===== src/rtl/uart_pkg.sv =====
// Shared UART definitions: transmit FSM states, parity modes, bit-period helper.
// Latency: n/a (types, constants and a constant function only).
// Backpressure: n/a.
package uart_pkg;

  typedef enum logic [2:0] {
    IDLE   = 3'd0,
    START  = 3'd1,
    DATA   = 3'd2,
    PARITY = 3'd3,
    STOP   = 3'd4
  } tx_state_e;

  localparam int PARITY_NONE = 0;
  localparam int PARITY_ODD  = 1;
  localparam int PARITY_EVEN = 2;

  // Clock cycles per serial bit (integer division). A zero baud rate yields 0 so the
  // caller's N<2 check rejects it instead of dividing by zero during elaboration.
  function automatic int cycles_per_bit(input int clk_hz, input int baud);
    return (baud > 0) ? (clk_hz / baud) : 0;
  endfunction

endpackage


===== src/rtl/uart_baud_tick.sv =====
// Bit-period counter: pulses tick on the last cycle of every bit period while enabled.
// Latency: tick in the CyclesPerBit-th cycle after enable rises, then every CyclesPerBit.
// Backpressure: none; enable=0 holds the counter at zero.
// Ports: clock (rising edge), reset (async active-low), enable (count), tick (period end).
module uart_baud_tick #(
  parameter int CyclesPerBit = 104
) (
  input  logic clock,
  input  logic reset,
  input  logic enable,
  output logic tick
);

  localparam int CntW = (CyclesPerBit > 2) ? $clog2(CyclesPerBit) : 1;
  localparam logic [CntW-1:0] CntLast = CntW'(CyclesPerBit - 1);

  logic [CntW-1:0] cnt_q;
  logic [CntW-1:0] cnt_d;
  logic            wrap;

  always_comb begin
    cnt_d = '0;
    wrap  = 1'b0;
    if (enable) begin
      wrap  = (cnt_q == CntLast);
      cnt_d = wrap ? '0 : cnt_q + 1'b1;
    end
  end

  assign tick = wrap;

  always_ff @(posedge clock or negedge reset) begin
    if (!reset) begin
      cnt_q <= '0;
    end else begin
      cnt_q <= cnt_d;
    end
  end

endmodule


===== src/rtl/uart_tx_frame.sv =====
// UART frame transmitter: start bit, LSB-first data, optional parity, 1-2 stop bits.
// Latency: start bit begins the cycle after a request is accepted; frame lasts F*N cycles.
// Backpressure: requests ignored while busy, except in the done cycle (gapless chaining).
// Ports: clock, reset (async active-low), startTransmission/data (request + payload),
//        busy (frame in progress), done (1-cycle end pulse), tx (registered serial line).
module uart_tx_frame
  import uart_pkg::*;
#(
  parameter int ClockFrequency = 1000000,
  parameter int BaudRate       = 9600,
  parameter int DataBits       = 8,
  parameter int Parity         = 0,
  parameter int StopBits       = 1
) (
  input  logic                clock,
  input  logic                reset,
  input  logic                startTransmission,
  input  logic [DataBits-1:0] data,
  output logic                busy,
  output logic                done,
  output logic                tx
);

  localparam int N = cycles_per_bit(ClockFrequency, BaudRate);

  generate
    if (N < 2 || DataBits < 5 || DataBits > 9 || Parity < PARITY_NONE ||
        Parity > PARITY_EVEN || StopBits < 1 || StopBits > 2) begin : g_bad_param
      $error("uart_tx_frame: illegal parameters (bit period or range)");
    end
  endgenerate

  localparam logic [3:0] LastData = 4'(DataBits - 1);
  localparam logic [3:0] LastStop = 4'(StopBits - 1);

  tx_state_e           state_q, state_d;
  logic [DataBits-1:0] data_q, data_d;
  logic [DataBits-1:0] shift_q, shift_d;
  logic [3:0]          bit_cnt_q, bit_cnt_d;
  logic                tx_q, tx_d;
  logic                tick;
  logic                accept;
  logic                parity_bit;

  uart_baud_tick #(
    .CyclesPerBit(N)
  ) u_baud_tick (
    .clock (clock),
    .reset (reset),
    .enable(busy),
    .tick  (tick)
  );

  assign busy = (state_q != IDLE);
  // done is decoded from registered state only, so it is clean for a full cycle.
  assign done = (state_q == STOP) && tick && (bit_cnt_q == LastStop);
  assign accept = startTransmission && (!busy || done);
  // Odd mode: total ones (data + parity) odd; even mode: total ones even.
  assign parity_bit = (Parity == PARITY_ODD) ? ~(^data_q) : (^data_q);
  assign tx = tx_q;

  // data_q keeps the accepted payload untouched for the whole frame (parity source);
  // shift_q is a working copy that presents the next data bit at shift_q[0].
  always_comb begin
    state_d   = state_q;
    data_d    = data_q;
    shift_d   = shift_q;
    bit_cnt_d = bit_cnt_q;
    tx_d      = tx_q;
    unique case (state_q)
      IDLE: begin
        tx_d = 1'b1;
        if (accept) begin
          state_d   = START;
          tx_d      = 1'b0;
          data_d    = data;
          shift_d   = data;
          bit_cnt_d = '0;
        end
      end
      START: begin
        if (tick) begin
          state_d = DATA;
          tx_d    = shift_q[0];
          shift_d = shift_q >> 1;
        end
      end
      DATA: begin
        if (tick) begin
          if (bit_cnt_q == LastData) begin
            bit_cnt_d = '0;
            if (Parity != PARITY_NONE) begin
              state_d = PARITY;
              tx_d    = parity_bit;
            end else begin
              state_d = STOP;
              tx_d    = 1'b1;
            end
          end else begin
            bit_cnt_d = bit_cnt_q + 4'd1;
            tx_d      = shift_q[0];
            shift_d   = shift_q >> 1;
          end
        end
      end
      PARITY: begin
        if (tick) begin
          state_d = STOP;
          tx_d    = 1'b1;
        end
      end
      STOP: begin
        if (tick) begin
          if (bit_cnt_q == LastStop) begin
            bit_cnt_d = '0;
            if (accept) begin
              // Chained request: next start bit follows with no idle cycle.
              state_d = START;
              tx_d    = 1'b0;
              data_d  = data;
              shift_d = data;
            end else begin
              state_d = IDLE;
              tx_d    = 1'b1;
            end
          end else begin
            bit_cnt_d = bit_cnt_q + 4'd1;
          end
        end
      end
      default: begin
        state_d   = IDLE;
        tx_d      = 1'b1;
        bit_cnt_d = '0;
      end
    endcase
  end

  always_ff @(posedge clock or negedge reset) begin
    if (!reset) begin
      state_q   <= IDLE;
      data_q    <= '0;
      shift_q   <= '0;
      bit_cnt_q <= '0;
      tx_q      <= 1'b1;
    end else begin
      state_q   <= state_d;
      data_q    <= data_d;
      shift_q   <= shift_d;
      bit_cnt_q <= bit_cnt_d;
      tx_q      <= tx_d;
    end
  end

endmodule


===== config.mk =====
export PLATFORM = sky130hd
export DESIGN_NAME = uart_tx_frame
export DESIGN_NICKNAME = d
export VERILOG_FILES = /design/src/rtl/uart_pkg.sv /design/src/rtl/uart_baud_tick.sv /design/src/rtl/uart_tx_frame.sv
export SDC_FILE = /design/constraint.sdc
export NUM_CORES = 1
export LEC_CHECK = 0
export CORE_ASPECT_RATIO = 1.25
export CORE_MARGIN = 4
export CORE_UTILIZATION = 40
export DETAILED_ROUTE_END_ITERATION = 12
export PLACE_DENSITY = 0.56
export SLEW_MARGIN = 25
export SYNTH_ARGS = -nofsm -noshare
export SYNTH_HDL_FRONTEND = slang
export SYNTH_SLANG_ARGS = --single-unit

===== constraint.sdc =====
create_clock -name clock -period 6.5 [get_ports clock]
set_input_delay 1.625 -clock clock [delete_from_list [all_inputs] [get_ports clock]]
set_output_delay 1.625 -clock clock [all_outputs]
set_load 0.005 [all_outputs]

# == After elaboration in Yosys (flattened, before gate mapping) ==
# Index checks and enable logic that the tools add are counted.
# totals
register_bits,23
inputBits,11
output_inout_bits,3
# classes
n_addsub,2
n_eq_ne,14
muxes,33
bitwise_logic,1
reduce_logical,14
# ops
cell,n
$mux W8,6
$pmux W8 S4,1
$mux W3,7
$mux W4,5
$pmux W4 S4,1
$pmux W3 S5,1
$mux W7,2
$ne A2 B2 Y1 const B,7
$mux W1,9
$add A7 B1 Y7 const B,1
$eq A7 B7 Y1 const B,1
$reduce_and A7 Y1,1
$eq A3 B2 Y1 const B,2
$reduce_and A6 Y1,1
$pmux W1 S5,1
$reduce_and A5 Y1,1
$add A4 B1 Y4 const B,1
$eq A4 B3 Y1 const B,1
$logic_not A4 Y1,1
$reduce_and A4 Y1,1
$reduce_bool A4 Y1,1
$eq A3 B1 Y1 const B,1
$eq A3 B3 Y1 const B,1
$logic_and A1 B1 Y1,3
7 further kinds,7

# == Longest topological paths before layout ==
# Gate-level depths: netlist (run 1).
# depth
ltp_word,10
mapped_depth,7

# == Hierarchy ==
# Synthesis (run 1) repeated with hierarchy kept, for this count alone.
# hier_totals
hier_cells,131
area_unflattened_um2,1337.5
# by_module_without_submodules
mod,n_inst,cells_each,area_each_um2,seq_area_each_um2
uart_tx_frame,1,97,983.4,401.6
uart_baud_tick,1,34,354.1,175.2

# == Worst setup path after synthesis (run 1) ==
# OpenSTA, ideal clock, no wires.
# synth_timing
path_type,flip-flop to output port
startpoint,register bit_cnt_q[0]
endpoint,output port done
arrival_ps,1451
path_slack_ps,3424
path_stages_with_launch,6
path_buffers,0
cell_sequence,dfrtp_1 > inv_1 > ha_1 > or3b_4 > or3_4 > nor2_1
# synth_via
elab_chain_len,2
# synth_rtl
item,line_no,rtl
start: declaration,uart_tx_frame.sv:39,"logic [3:0] bit_cnt_q, bit_cnt_d;"
start signal: assignment,uart_tx_frame.sv:150,bit_cnt_q <= bit_cnt_d;
$logic_not A4 Y1,uart_tx_frame.sv:56,assign done = (state_q == STOP) && tick && (bit_cnt_q == LastStop);
$logic_and A1 B1 Y1,uart_tx_frame.sv:56,
end: declaration,uart_tx_frame.sv:20,"output logic done,"
# No other way between the ends.

# == Worst setup path after layout (run 1) ==
# Ends and elaborated chain as after synthesis.

==> implementation parameters, run 1 <==
Parameter                              Value

Status
  Run status ... completed

Logic synthesis
  Number of enable-type register cells in the synthesized netlist ... 0
  Synthesized-area fraction occupied by ao, oa, aoi and oai cells ... 0.164
  Unique masters post-synth ... 39
  Share of synthesized cell area in and, or, nand and nor gates ... 0.211
  Sequential element share of the synthesized area ... 0.418
  Synth async-reset ratio ... 1.00
  Net count after synthesis ... 156
  Mapped Avg Cell Area ... 9.71 sq um
  Dominant combinational cell family by area after synthesis ... simple AND/OR/NAND/NOR gates
  Share of cell area taken by muxes after synthesis ... 0.123
  Commonest register cell after synthesis ... sky130_fd_sc_hd__dfrtp_1
  Number of warnings issued by yosys ... 0
  Flops & latches, synth ... 23
  Combined area of all synthesized cells ... 1380 sq um
  Synth Instances ... 142
  Post-Synth XOR/XNOR Area ... 0.0254
  Post-synthesis adder-cell area fraction ... 0.0272

CTS
  CTS tree ... done
  Clock buffer count from CTS ... 3
  Cts hold-fix bufs ... 0
  Max Buffers Root-to-Sink ... 2
  Clock tree sinks ... 23
  Clk_lat worst skew ... 260 ps
  Root buf cell ... sky130_fd_sc_hd__clkbuf_8
  Post-cts sizing count ... 0
  Register clock-pin slew on the reported worst setup and hold paths ... 80 ps
  Post-CTS repair timing setup buffer count ... 0
  H-tree lvl count ... 1

Pwr
  Total Power ... 0.000417 W
  Clock Power Share ... 0.213
  Leakage power summed over all cells ... 0.652 nW
  Fraction of power spent switching nets ... 0.282
  Power Dens Cells ... 264 nW/um^2
  Sequential share of power ... 0.515
  Internal power of the cells ... 0.000299 W
  Switching power total ... 0.000118 W
  Largest voltage drop on the vdd net ... 0.155 mV
  Proportion of power drawn by combinational gates ... 0.272

Global routing
  Maximum number of pins on one net before global-route repair ... 24
  Vias in the first global route ... 1093
  Global-route usage over all layers ... 0.147
  Overflow left after global routing ... 0
  Wire length of the first global-routing pass ... 5.03 mm
  Antenna violations before repair ... 0

Final layout
  Final design instance area without fill ... 1580 sq um
  Layout filler cell count ... 313
  Share of final-layout standard cells stronger than drive strength 1 ... 0.219
  Combined area of the multi-input logic cells ... 759 sq um
  Number of nets in the final layout ... 170
  Leading cell types in the layout, fill and taps excluded ... sky130_fd_sc_hd__dfrtp_1, sky130_fd_sc_hd__mux2_2, sky130_fd_sc_hd__o21ai_0, sky130_fd_sc_hd__clkdlybuf4s50_1, sky130_fd_sc_hd__a21oi_1
  Signed area change from the synthesized netlist to the final layout ... 14.6%
  Inserted Diodes ... 0
  Most common cell after layout, fill and taps aside ... sky130_fd_sc_hd__dfrtp_1
  Seq. cell area ... 577 sq um

Floorplan
  Standard cell core area ... 3250 sq um
  FP Rows ... 23
  Top-level I/O count ... 14
  Floorplan die height ... 73.6 um
  Horiz. Die Dim ... 60.5 um
  Initial standard-cell utilization of the core ... 0.424
  Area of the die ... 4460 sq um

Routing
  Violation count after the first detailed-route iteration ... 47
  DRC viols ... 0
  Number of nets with antenna violations after routing ... 0
  Total vias in the final route ... 1061
  Vias per cell ... 5.53
  Avg WL per Cell ... 14.4 um
  Detailed-routing iteration count for the pre-antenna-repair pass ... 4
  WL met1 ... 1.26 mm
  Final wirelength ... 2.76 mm
  Met3 wire len ... 86 um
  Met2 wire length ... 1.39 mm
  Highest signal layer in the routed design ... met4

STA
  Final number of setup-violating endpoints ... 0
  Final hold violation count ... 0
  TNS Setup ... 0 ps
  Max-slew headroom at the worst pin ... 0.503
  Final slew viol count ... 0
  RSZ-0062 raised after global routing ... false
  Tmin final ... 3920 ps
  Highest attainable clock frequency ... 255 MHz
  Final critical-path share of the clock period ... 0.604
  Tightest Pin Transition ... 746 ps
  Setup Skew ... 3.38 ps

Critical path
  Maximum fanout along the worst path ... 5
  Critical path's largest stage delay ... 510 ps
  CP Launch Type ... register
  Worst setup path category ... register to output pin
  Cell with the largest stage delay on the worst path ... sky130_fd_sc_hd__clkdlybuf4s50_1
  List of cells traversed by the critical path ... inv_1, ha_1, or3b_4, or3_4, nor2_1, clkdlybuf4s50_1
  Required time of the critical path ... 4880 ps
  CP Data Arrival Time ... 2300 ps
  CP endpoint kind ... output pin

Placed design
  Count of port buffers added during placement ... 13
  Routability cong. ... 0.845
  Post-DP HPWL ... 2.07 mm
  Post-detailed-placement cell area ... 1530 sq um

Run
  Max-capacitance violation count ... 0

Worst hold path
  Path class of the lowest-slack min-delay path ... register to register
## layout make-up
type / instances / share of cell area
multi-input cells: 108 / 0.481
repair buffers: 13 / 0.0792
flip-flops and latches: 23 / 0.365
inverters: 7 / 0.0166
clock inverters: 1 / 0.00317
clock buffers: 3 / 0.0261
well taps: 37 / 0.0293
## cell families after synthesis
kind of cell | count (synthesis)
and+or+nand+nor | 51
xor gates and xnor gates | 4
AOI/OAI and AO/OA | 35
muxes | 15
buffers and inverters | 11
adders and majority gates | 3
DFF | 23
## power by group through the flow
stage / combinational [W] / clock, W / sequential (W)
finish: 0.000113 / 0.0000889 / 0.000215
global route: 0.000128 / 0.000101 / 0.000222
CTS: 0.000115 / 0.0000931 / 0.000215
detailed placement: 0.000114 / 0 / 0.000218
global placement: 0.000112 / 0 / 0.000215
floorplan: 0.0000869 / 0 / 0.000208
## registers in the layout (all words and copies together), names as in the netlist
register / cells
tx: 1
u_baud_tick.cnt_q: 7
shift_q: 8
state_q: 3
bit_cnt_q: 4
## cells in the mapped netlist, drive strengths merged (4+ instances only)
library cell | count | area [sq um]
a21oi | 11 | 55.1
dfrtp | 22 | 551
inv | 7 | 26.3
mux2 | 15 | 169
nand2 | 9 | 33.8
nand3 | 5 | 25.0
nor2 | 11 | 48.8
nor3 | 5 | 25.0
o21ai | 12 | 60.1
or2 | 4 | 25.0
## metal layers
layer / vias to the layer above / track usage
li1: 532 / -
met1: 506 / 0.202
met2: 21 / 0.234
met3: 2 / 0.0228
met4: 0 / 0.0482
met5: - / 0
## per-stage QoR
step | hold WS, ps | setup WS [ps] | util | cells
3_5_place_dp | 465 | 2870 | 0.472 | 188
5_1_grt | 504 | 2440 | 0.486 | 192
3_3_place_gp | 447 | 2910 | 0.473 | 188
2_1_floorplan | 435 | 3420 | - | 142
6_report | 478 | 2580 | 0.486 | 192
4_1_cts | 477 | 2570 | 0.486 | 192
## critical path, delay by kind of cell (launching register included)
family                     cells  cell delay, ps
DFF                            1             430
buffers and inverters          2             580
and+or+nand+nor                3             890
adders and majority gates      1             130
## final timing paths
path                                      start                   end  cells after the start  slack [ps]
setup / recovery                   bit_cnt_q[0]                  done                      6        2580
hold / removal             u_baud_tick.cnt_q[0]  u_baud_tick.cnt_q[0]                      1         480
setup reg to reg           u_baud_tick.cnt_q[0]            shift_q[6]                      6        3930
hold reg to reg            u_baud_tick.cnt_q[0]  u_baud_tick.cnt_q[0]                      1         480
max in group asynchronous                 reset                    tx                      1        4820
min in group asynchronous                 reset  u_baud_tick.cnt_q[2]                      1        1320
Power figures use the tool's default switching activity.
==> run 2: changes to the inputs <==
==> constraint.sdc (replaced) <==
create_clock -name clock -period 3.75 [get_ports clock]
set_input_delay 0.9375 -clock clock [delete_from_list [all_inputs] [get_ports clock]]
set_output_delay 0.9375 -clock clock [all_outputs]
set_load 0.005 [all_outputs]
==> implementation parameters, run 2 (synthesis gave the netlist of run 1 again) <==
Parameter                              Value

Status
  Run status ... completed (unchanged)

Final layout
  Combined area of the multi-input logic cells ... 759 sq um (unchanged)
  Final non-filler cell total ... 193 (was 192)
  Share of final-layout standard cells stronger than drive strength 1 ... 0.218 (was 0.219)
  Inserted Diodes ... 0 (unchanged)
  Leading cell types in the layout, fill and taps excluded ... sky130_fd_sc_hd__dfrtp_1, sky130_fd_sc_hd__mux2_2, sky130_fd_sc_hd__o21ai_0, sky130_fd_sc_hd__clkdlybuf4s50_1, sky130_fd_sc_hd__a21oi_1 (unchanged)
  Layout filler cell count ... 324 (was 313)
  Biggest regs ... shift_q x8, u_baud_tick.cnt_q x7, bit_cnt_q x4 (unchanged)
  Most common cell after layout, fill and taps aside ... sky130_fd_sc_hd__dfrtp_1 (unchanged)
  Largest register FFs ... 8 (unchanged)
  Number of nets in the final layout ... 171 (was 170)
  Signed area change from the synthesized netlist to the final layout ... 15.1% (was 14.6%)
  Reg with most FFs ... shift_q (unchanged)
  Seq. cell area ... 577 sq um (unchanged)

Critical path
  Required time of the critical path ... 2810 ps (was 4880 ps)
  CP Data Arrival Time ... 2280 ps (was 2300 ps)
  Critical path's largest stage delay ... 510 ps (about the same)
  Worst setup path category ... register to output pin (unchanged)
  Reg-to-reg startpoint ... bit_cnt_q[0] (was u_baud_tick.cnt_q[0])
  Maximum fanout along the worst path ... 5 (unchanged)
  Cell with the largest stage delay on the worst path ... sky130_fd_sc_hd__clkdlybuf4s50_1 (unchanged)
  Origin of the worst setup path ... bit_cnt_q[0] (unchanged)
  CP endpoint kind ... output pin (unchanged)
  CP Launch Type ... register (unchanged)
  List of cells traversed by the critical path ... inv_1, ha_1, or3b_4, or3_4, nor2_1, clkdlybuf4s50_1 (unchanged)

CTS
  Cts hold-fix bufs ... 0 (unchanged)
  CTS tree ... done (unchanged)
  Max Buffers Root-to-Sink ... 2 (unchanged)
  Clock buffer count from CTS ... 3 (unchanged)
  Register clock-pin slew on the reported worst setup and hold paths ... 80 ps (about the same)
  Post-cts sizing count ... 0 (unchanged)
  H-tree lvl count ... 1 (unchanged)
  Clk_lat worst skew ... 260 ps (about the same)
  Post-CTS repair timing setup buffer count ... 0 (unchanged)
  Clock tree sinks ... 23 (unchanged)
  Root buf cell ... sky130_fd_sc_hd__clkbuf_8 (unchanged)

Routing
  DRC viols ... 0 (unchanged)
  Detailed-routing iteration count for the pre-antenna-repair pass ... 4 (unchanged)
  Total vias in the final route ... 1114 (was 1061)
  Violation count after the first detailed-route iteration ... 47 (unchanged)
  Vias per cell ... 5.77 (was 5.53)
  Final wirelength ... 2.74 mm (was 2.76 mm)
  Number of nets with antenna violations after routing ... 0 (unchanged)
  Avg WL per Cell ... 14.2 um (was 14.4 um)

Pwr
  Clock Power Share ... 0.216 (was 0.213)
  Switching power total ... 0.000202 W (was 0.000118 W)
  Proportion of power drawn by combinational gates ... 0.270 (was 0.272)
  Internal power of the cells ... 0.000520 W (was 0.000299 W)
  Leakage power summed over all cells ... 0.655 nW (was 0.652 nW)
  Fraction of power spent switching nets ... 0.280 (was 0.282)
  Largest voltage drop on the vdd net ... 0.337 mV (was 0.155 mV)
  Total Power ... 0.000723 W (was 0.000417 W)
  Power Dens Cells ... 455 nW/um^2 (was 264 nW/um^2)
  Sequential share of power ... 0.514 (was 0.515)

STA
  Final hold violation count ... 0 (unchanged)
  Highest attainable clock frequency ... 311 MHz
  Tightest Pin Transition ... 756 ps (was 746 ps)
  Final number of setup-violating endpoints ... 0 (unchanged)
  TNS Setup ... 0 ps (unchanged)
  Final slew viol count ... 0 (unchanged)
  Setup Skew ... 3.00 ps (was 3.38 ps)
  RSZ-0062 raised after global routing ... false (unchanged)
  Max-slew headroom at the worst pin ... 0.496 (was 0.503)
  Tmin final ... 3210 ps
  Worst-case setup margin in the final layout ... 536 ps (was 2580 ps)
  Final critical-path share of the clock period ... 0.857

Global routing
  Antenna violations before repair ... 0 (unchanged)
  Wire length of the first global-routing pass ... 5.09 mm (was 5.03 mm)
  Overflow left after global routing ... 0 (unchanged)
  Global-route usage over all layers ... 0.149 (was 0.147)
  Maximum number of pins on one net before global-route repair ... 24 (unchanged)
  Vias in the first global route ... 1151 (was 1093)

Placed design
  Routability cong. ... 0.855 (was 0.845)
  Worst slack, placed ... 819 ps (was 2870 ps)
  Number of cells in the design after placement ... 189 (was 188)
  Post-DP HPWL ... 2.05 mm (was 2.07 mm)
  Count of port buffers added during placement ... 13 (unchanged)

Floorplan
  FP Rows ... 23 (unchanged)
  Initial standard-cell utilization of the core ... 0.424 (unchanged)
  Standard cell core area ... 3250 sq um (unchanged)
  Floorplan die height ... 73.6 um (unchanged)
  Top-level I/O count ... 14 (unchanged)
  Area of the die ... 4460 sq um (unchanged)
  Horiz. Die Dim ... 60.5 um (unchanged)

Run
  Max-capacitance violation count ... 0 (unchanged)

Worst hold path
  Hold wc startpoint ... u_baud_tick.cnt_q[0] (unchanged)
  Path class of the lowest-slack min-delay path ... register to register (unchanged)
[run 2: cell count changes in the layout (fill, tap and decap cells not counted), sizes merged]
cell | previous run | this run
buf | 1 | 2
clkbuf | 3 | 4
clkinv | 1 | 0
[run 2: power by group through the flow]
stage | clock, W | combinational (W) | sequential (W)
3_3_place_gp | 0 | 0.000195 | 0.000372
5_1_grt | 0.000171 | 0.000224 | 0.000384
6_report | 0.000156 | 0.000195 | 0.000371
4_1_cts | 0.000163 | 0.000199 | 0.000372
2_1_floorplan | 0 | 0.000151 | 0.000360
3_5_place_dp | 0 | 0.000197 | 0.000378
[run 2: area by class of cell]
class,count,area share
Tap cell,37,0.0292
Clock buffer,4,0.0284
Inverter,7,0.0166
Timing Repair Buffer,14,0.0836
Sequential cell,23,0.364
Multi-Input combinational cell,108,0.479
[run 2: final timing paths]
| kind | depth (start not counted) | slack [ps] | to |
|---|---|---|---|
| worst max-delay path | 6 | 540 | done |
| worst min-delay path | 1 | 470 | u_baud_tick.cnt_q[0] |
| worst max register to register | 7 | 1410 | shift_q[6] |
| worst min register to register | 1 | 470 | u_baud_tick.cnt_q[0] |
| max in group asynchronous | 1 | 2750 | tx |
| min in group asynchronous | 1 | 640 | u_baud_tick.cnt_q[6] |
[run 2: routing by layer]
layer | routed length (um) | part of all wire | global-route usage | up-vias
met5 | 0 | 0 | 0 | -
met4 | 86 | 0.031 | 0.0843 | 0
met3 | 121 | 0.044 | 0.0246 | 8
met2 | 1340 | 0.49 | 0.233 | 31
met1 | 1200 | 0.44 | 0.192 | 538
li1 | - | - | - | 537
[run 2: critical path: cells and delay by family, from the launching register on]
kind	cells	cell delay, ps
AND/OR/NAND/NOR	3	870
buffers and inverters	2	590
flip-flops	1	430
adder cells (fa/ha/maj)	1	130
[run 2: stage by stage]
step	util	cell area, sq um	hold WS (ps)
2_1_floorplan	-	1380	435
3_3_place_gp	0.476	1550	445
3_5_place_dp	0.474	1540	461
4_1_cts	0.488	1590	472
5_1_grt	0.488	1590	507
6_report	0.488	1590	472
==> run 3: changes to the inputs <==
--- a/config.mk
+++ b/config.mk
@@ -7,9 +7,10 @@
 export LEC_CHECK = 0
 export CORE_ASPECT_RATIO = 1.25
 export CORE_MARGIN = 4
-export CORE_UTILIZATION = 40
+export CORE_UTILIZATION = 30
 export DETAILED_ROUTE_END_ITERATION = 12
-export PLACE_DENSITY = 0.56
+export GPL_ROUTABILITY_DRIVEN = 0
+export PLACE_DENSITY = 0.44
 export SLEW_MARGIN = 25
 export SYNTH_ARGS = -nofsm -noshare
 export SYNTH_HDL_FRONTEND = slang
==> implementation parameters, run 3 (synthesis gave the netlist of run 1 again) <==
Parameter                              Value

STA
  Final slew viol count ... 0 (unchanged)
  Final hold violation count ... 0 (unchanged)
  TNS Setup ... 0 ps (unchanged)
  Final critical-path share of the clock period ... 0.864 (was 0.857)
  RSZ-0062 raised after global routing ... false (unchanged)
  Highest attainable clock frequency ... 309 MHz (was 311 MHz)
  Setup Skew ... 3.44 ps (was 3.00 ps)
  Final number of setup-violating endpoints ... 0 (unchanged)
  Tmin final ... 3240 ps (was 3210 ps)
  Hold Worst Slack ... 471 ps (was 472 ps)
  Tightest Pin Transition ... 762 ps (was 756 ps)
  Max-slew headroom at the worst pin ... 0.492 (was 0.496)

Routing
  DRC viols ... 0 (unchanged)
  Number of nets with antenna violations after routing ... 0 (unchanged)
  Final wirelength ... 3.21 mm (was 2.74 mm)
  Vias per cell ... 5.19 (was 5.77)
  Avg WL per Cell ... 14.9 um (was 14.2 um)
  Violation count after the first detailed-route iteration ... 46 (was 47)
  Detailed-routing iteration count for the pre-antenna-repair pass ... 4 (unchanged)
  Total vias in the final route ... 1116 (was 1114)

Pwr
  Largest voltage drop on the vdd net ... 0.126 mV (was 0.337 mV)
  Clock Power Share ... 0.225 (was 0.216)
  Proportion of power drawn by combinational gates ... 0.271 (was 0.270)
  Power Dens Cells ... 452 nW/um^2 (was 455 nW/um^2)
  Switching power total ... 0.000216 W (was 0.000202 W)
  Sequential share of power ... 0.504 (was 0.514)
  Internal power of the cells ... 0.000520 W (about the same)
  Fraction of power spent switching nets ... 0.293 (was 0.280)
  Total Power ... 0.000736 W (was 0.000723 W)
  Leakage power summed over all cells ... 0.662 nW (was 0.655 nW)

Global routing
  Antenna violations before repair ... 0 (unchanged)
  Wire length of the first global-routing pass ... 5.48 mm (was 5.09 mm)
  Global-route usage over all layers ... 0.124 (was 0.149)
  Vias in the first global route ... 1111 (was 1151)
  Overflow left after global routing ... 0 (unchanged)
  Maximum number of pins on one net before global-route repair ... 24 (unchanged)

Final layout
  Most common cell after layout, fill and taps aside ... sky130_fd_sc_hd__dfrtp_1 (unchanged)
  Signed area change from the synthesized netlist to the final layout ... 18.0% (was 15.1%)
  Layout filler cell count ... 469 (was 324)
  Share of final-layout standard cells stronger than drive strength 1 ... 0.223 (was 0.218)
  Inserted Diodes ... 0 (unchanged)
  Reg with most FFs ... shift_q (unchanged)
  Number of nets in the final layout ... 172 (was 171)
  Final non-filler cell total ... 215 (was 193)
  Final core utilization ... 0.368 (was 0.488)
  Biggest regs ... shift_q x8, u_baud_tick.cnt_q x7, bit_cnt_q x4 (unchanged)
  Combined area of the multi-input logic cells ... 759 sq um (unchanged)
  Seq. cell area ... 577 sq um (unchanged)
  Leading cell types in the layout, fill and taps excluded ... sky130_fd_sc_hd__dfrtp_1, sky130_fd_sc_hd__mux2_2, sky130_fd_sc_hd__clkdlybuf4s50_1 (was sky130_fd_sc_hd__dfrtp_1, sky130_fd_sc_hd__mux2_2, sky130_fd_sc_hd__o21ai_0, sky130_fd_sc_hd__clkdlybuf4s50_1, sky130_fd_sc_hd__a21oi_1)
  Largest register FFs ... 8 (unchanged)

Critical path
  Worst setup path category ... register to output pin (unchanged)
  Required time of the critical path ... 2810 ps (about the same)
  Worst reg2reg path endpoint ... shift_q[6] (unchanged)
  Critical path's largest stage delay ... 520 ps (was 510 ps)
  CP endpoint kind ... output pin (unchanged)
  Reg-to-reg startpoint ... bit_cnt_q[0] (unchanged)
  Setup slack, reg-to-reg ... 1410 ps (about the same)
  Maximum fanout along the worst path ... 5 (unchanged)
  Timing endpoint of the critical path ... done (unchanged)
  CP Data Arrival Time ... 2300 ps (was 2280 ps)
  CP Launch Type ... register (unchanged)
  Origin of the worst setup path ... bit_cnt_q[0] (unchanged)
  List of cells traversed by the critical path ... inv_1, ha_1, or3b_4, or3_4, nor2_1, clkdlybuf4s50_1 (unchanged)
  R2r worst-path depth ... 7 (unchanged)
  Cell with the largest stage delay on the worst path ... sky130_fd_sc_hd__clkdlybuf4s50_1 (unchanged)

CTS
  Cts hold-fix bufs ... 0 (unchanged)
  Root buf cell ... sky130_fd_sc_hd__clkbuf_8 (unchanged)
  Register clock-pin slew on the reported worst setup and hold paths ... 90 ps (was 80 ps)
  Post-CTS repair timing setup buffer count ... 0 (unchanged)
  Max Buffers Root-to-Sink ... 2 (unchanged)
  Post-cts sizing count ... 0 (unchanged)
  Clk_lat worst skew ... 270 ps (was 260 ps)
  Clock buffer count from CTS ... 3 (unchanged)
  Clock tree sinks ... 23 (unchanged)
  CTS tree ... done (unchanged)
  H-tree lvl count ... 1 (unchanged)

Floorplan
  Area of the die ... 5750 sq um (was 4460 sq um)
  Horiz. Die Dim ... 68.6 um (was 60.5 um)
  Floorplan die height ... 83.8 um (was 73.6 um)
  Standard cell core area ... 4430 sq um (was 3250 sq um)
  Top-level I/O count ... 14 (unchanged)
  Initial standard-cell utilization of the core ... 0.312 (was 0.424)
  FP Rows ... 27 (was 23)

Placed design
  Post-DP HPWL ... 2.36 mm (was 2.05 mm)
  Count of port buffers added during placement ... 13 (unchanged)
  Number of cells in the design after placement ... 211 (was 189)

Status
  Run status ... completed (unchanged)

Run
  Max-capacitance violation count ... 0 (unchanged)

Worst hold path
  Path class of the lowest-slack min-delay path ... register to register (unchanged)
==> run 3: cell types whose count changed in the layout (fill, tap and decap cells not counted), sizes merged <==
cell           delta
clkinv            +1
clkbuf            -1
clkdlybuf4s50     +1
==> run 3: worst min-delay path by stage <==
stage          slack [ps]  cells after the start                  from                   end
2_1_floorplan         440                      1  u_baud_tick.cnt_q[0]  u_baud_tick.cnt_q[0]
3_3_place_gp          450                      1  u_baud_tick.cnt_q[0]  u_baud_tick.cnt_q[0]
3_5_place_dp          460                      1  u_baud_tick.cnt_q[0]  u_baud_tick.cnt_q[0]
4_1_cts               470                      1  u_baud_tick.cnt_q[0]  u_baud_tick.cnt_q[0]
5_1_grt               500                      1  u_baud_tick.cnt_q[0]  u_baud_tick.cnt_q[0]
6_report              470                      1  u_baud_tick.cnt_q[0]  u_baud_tick.cnt_q[0]
==> run 3: power by group through the flow <==
stage / Combinational [W] / Clock (W) / Sequential [W]
after CTS: 0.000204 / 0.000167 / 0.000371
after global placement: 0.000197 / 0 / 0.000372
after detailed placement: 0.000202 / 0 / 0.000375
final: 0.000200 / 0.000166 / 0.000371
after floorplan: 0.000151 / 0 / 0.000360
after global routing: 0.000225 / 0.000181 / 0.000382
==> run 3: cell type report <==
type	count	area share
Tap cell	58	0.0446
Clock buffer	3	0.0254
Clock inverter	1	0.00308
Sequential cell	23	0.355
Timing Repair Buffer	15	0.0892
Inverter	7	0.0162
Multi-Input combinational cell	108	0.467
==> run 3: through the flow <==
stage	worst slack, ps	cell area (sq um)
floorplan	1360	1380
global placement	833	1580
detailed placement	804	1580
CTS	500	1630
global route	400	1630
finish	509	1630
==> run 3: metal layers <==
metal,track usage,part of all wire,up-vias
met5,0,0,-
met4,0.0506,0.020,0
met3,0.0202,0.022,7
met2,0.196,0.50,22
met1,0.164,0.45,548
li1,-,-,539
==> run 3: critical path: cells and delay by family (launching register included) <==
family / cells / cell delay, ps
fa+ha+maj: 1 / 120
buf+inv: 2 / 590
flops: 1 / 430
simple gates: 3 / 890
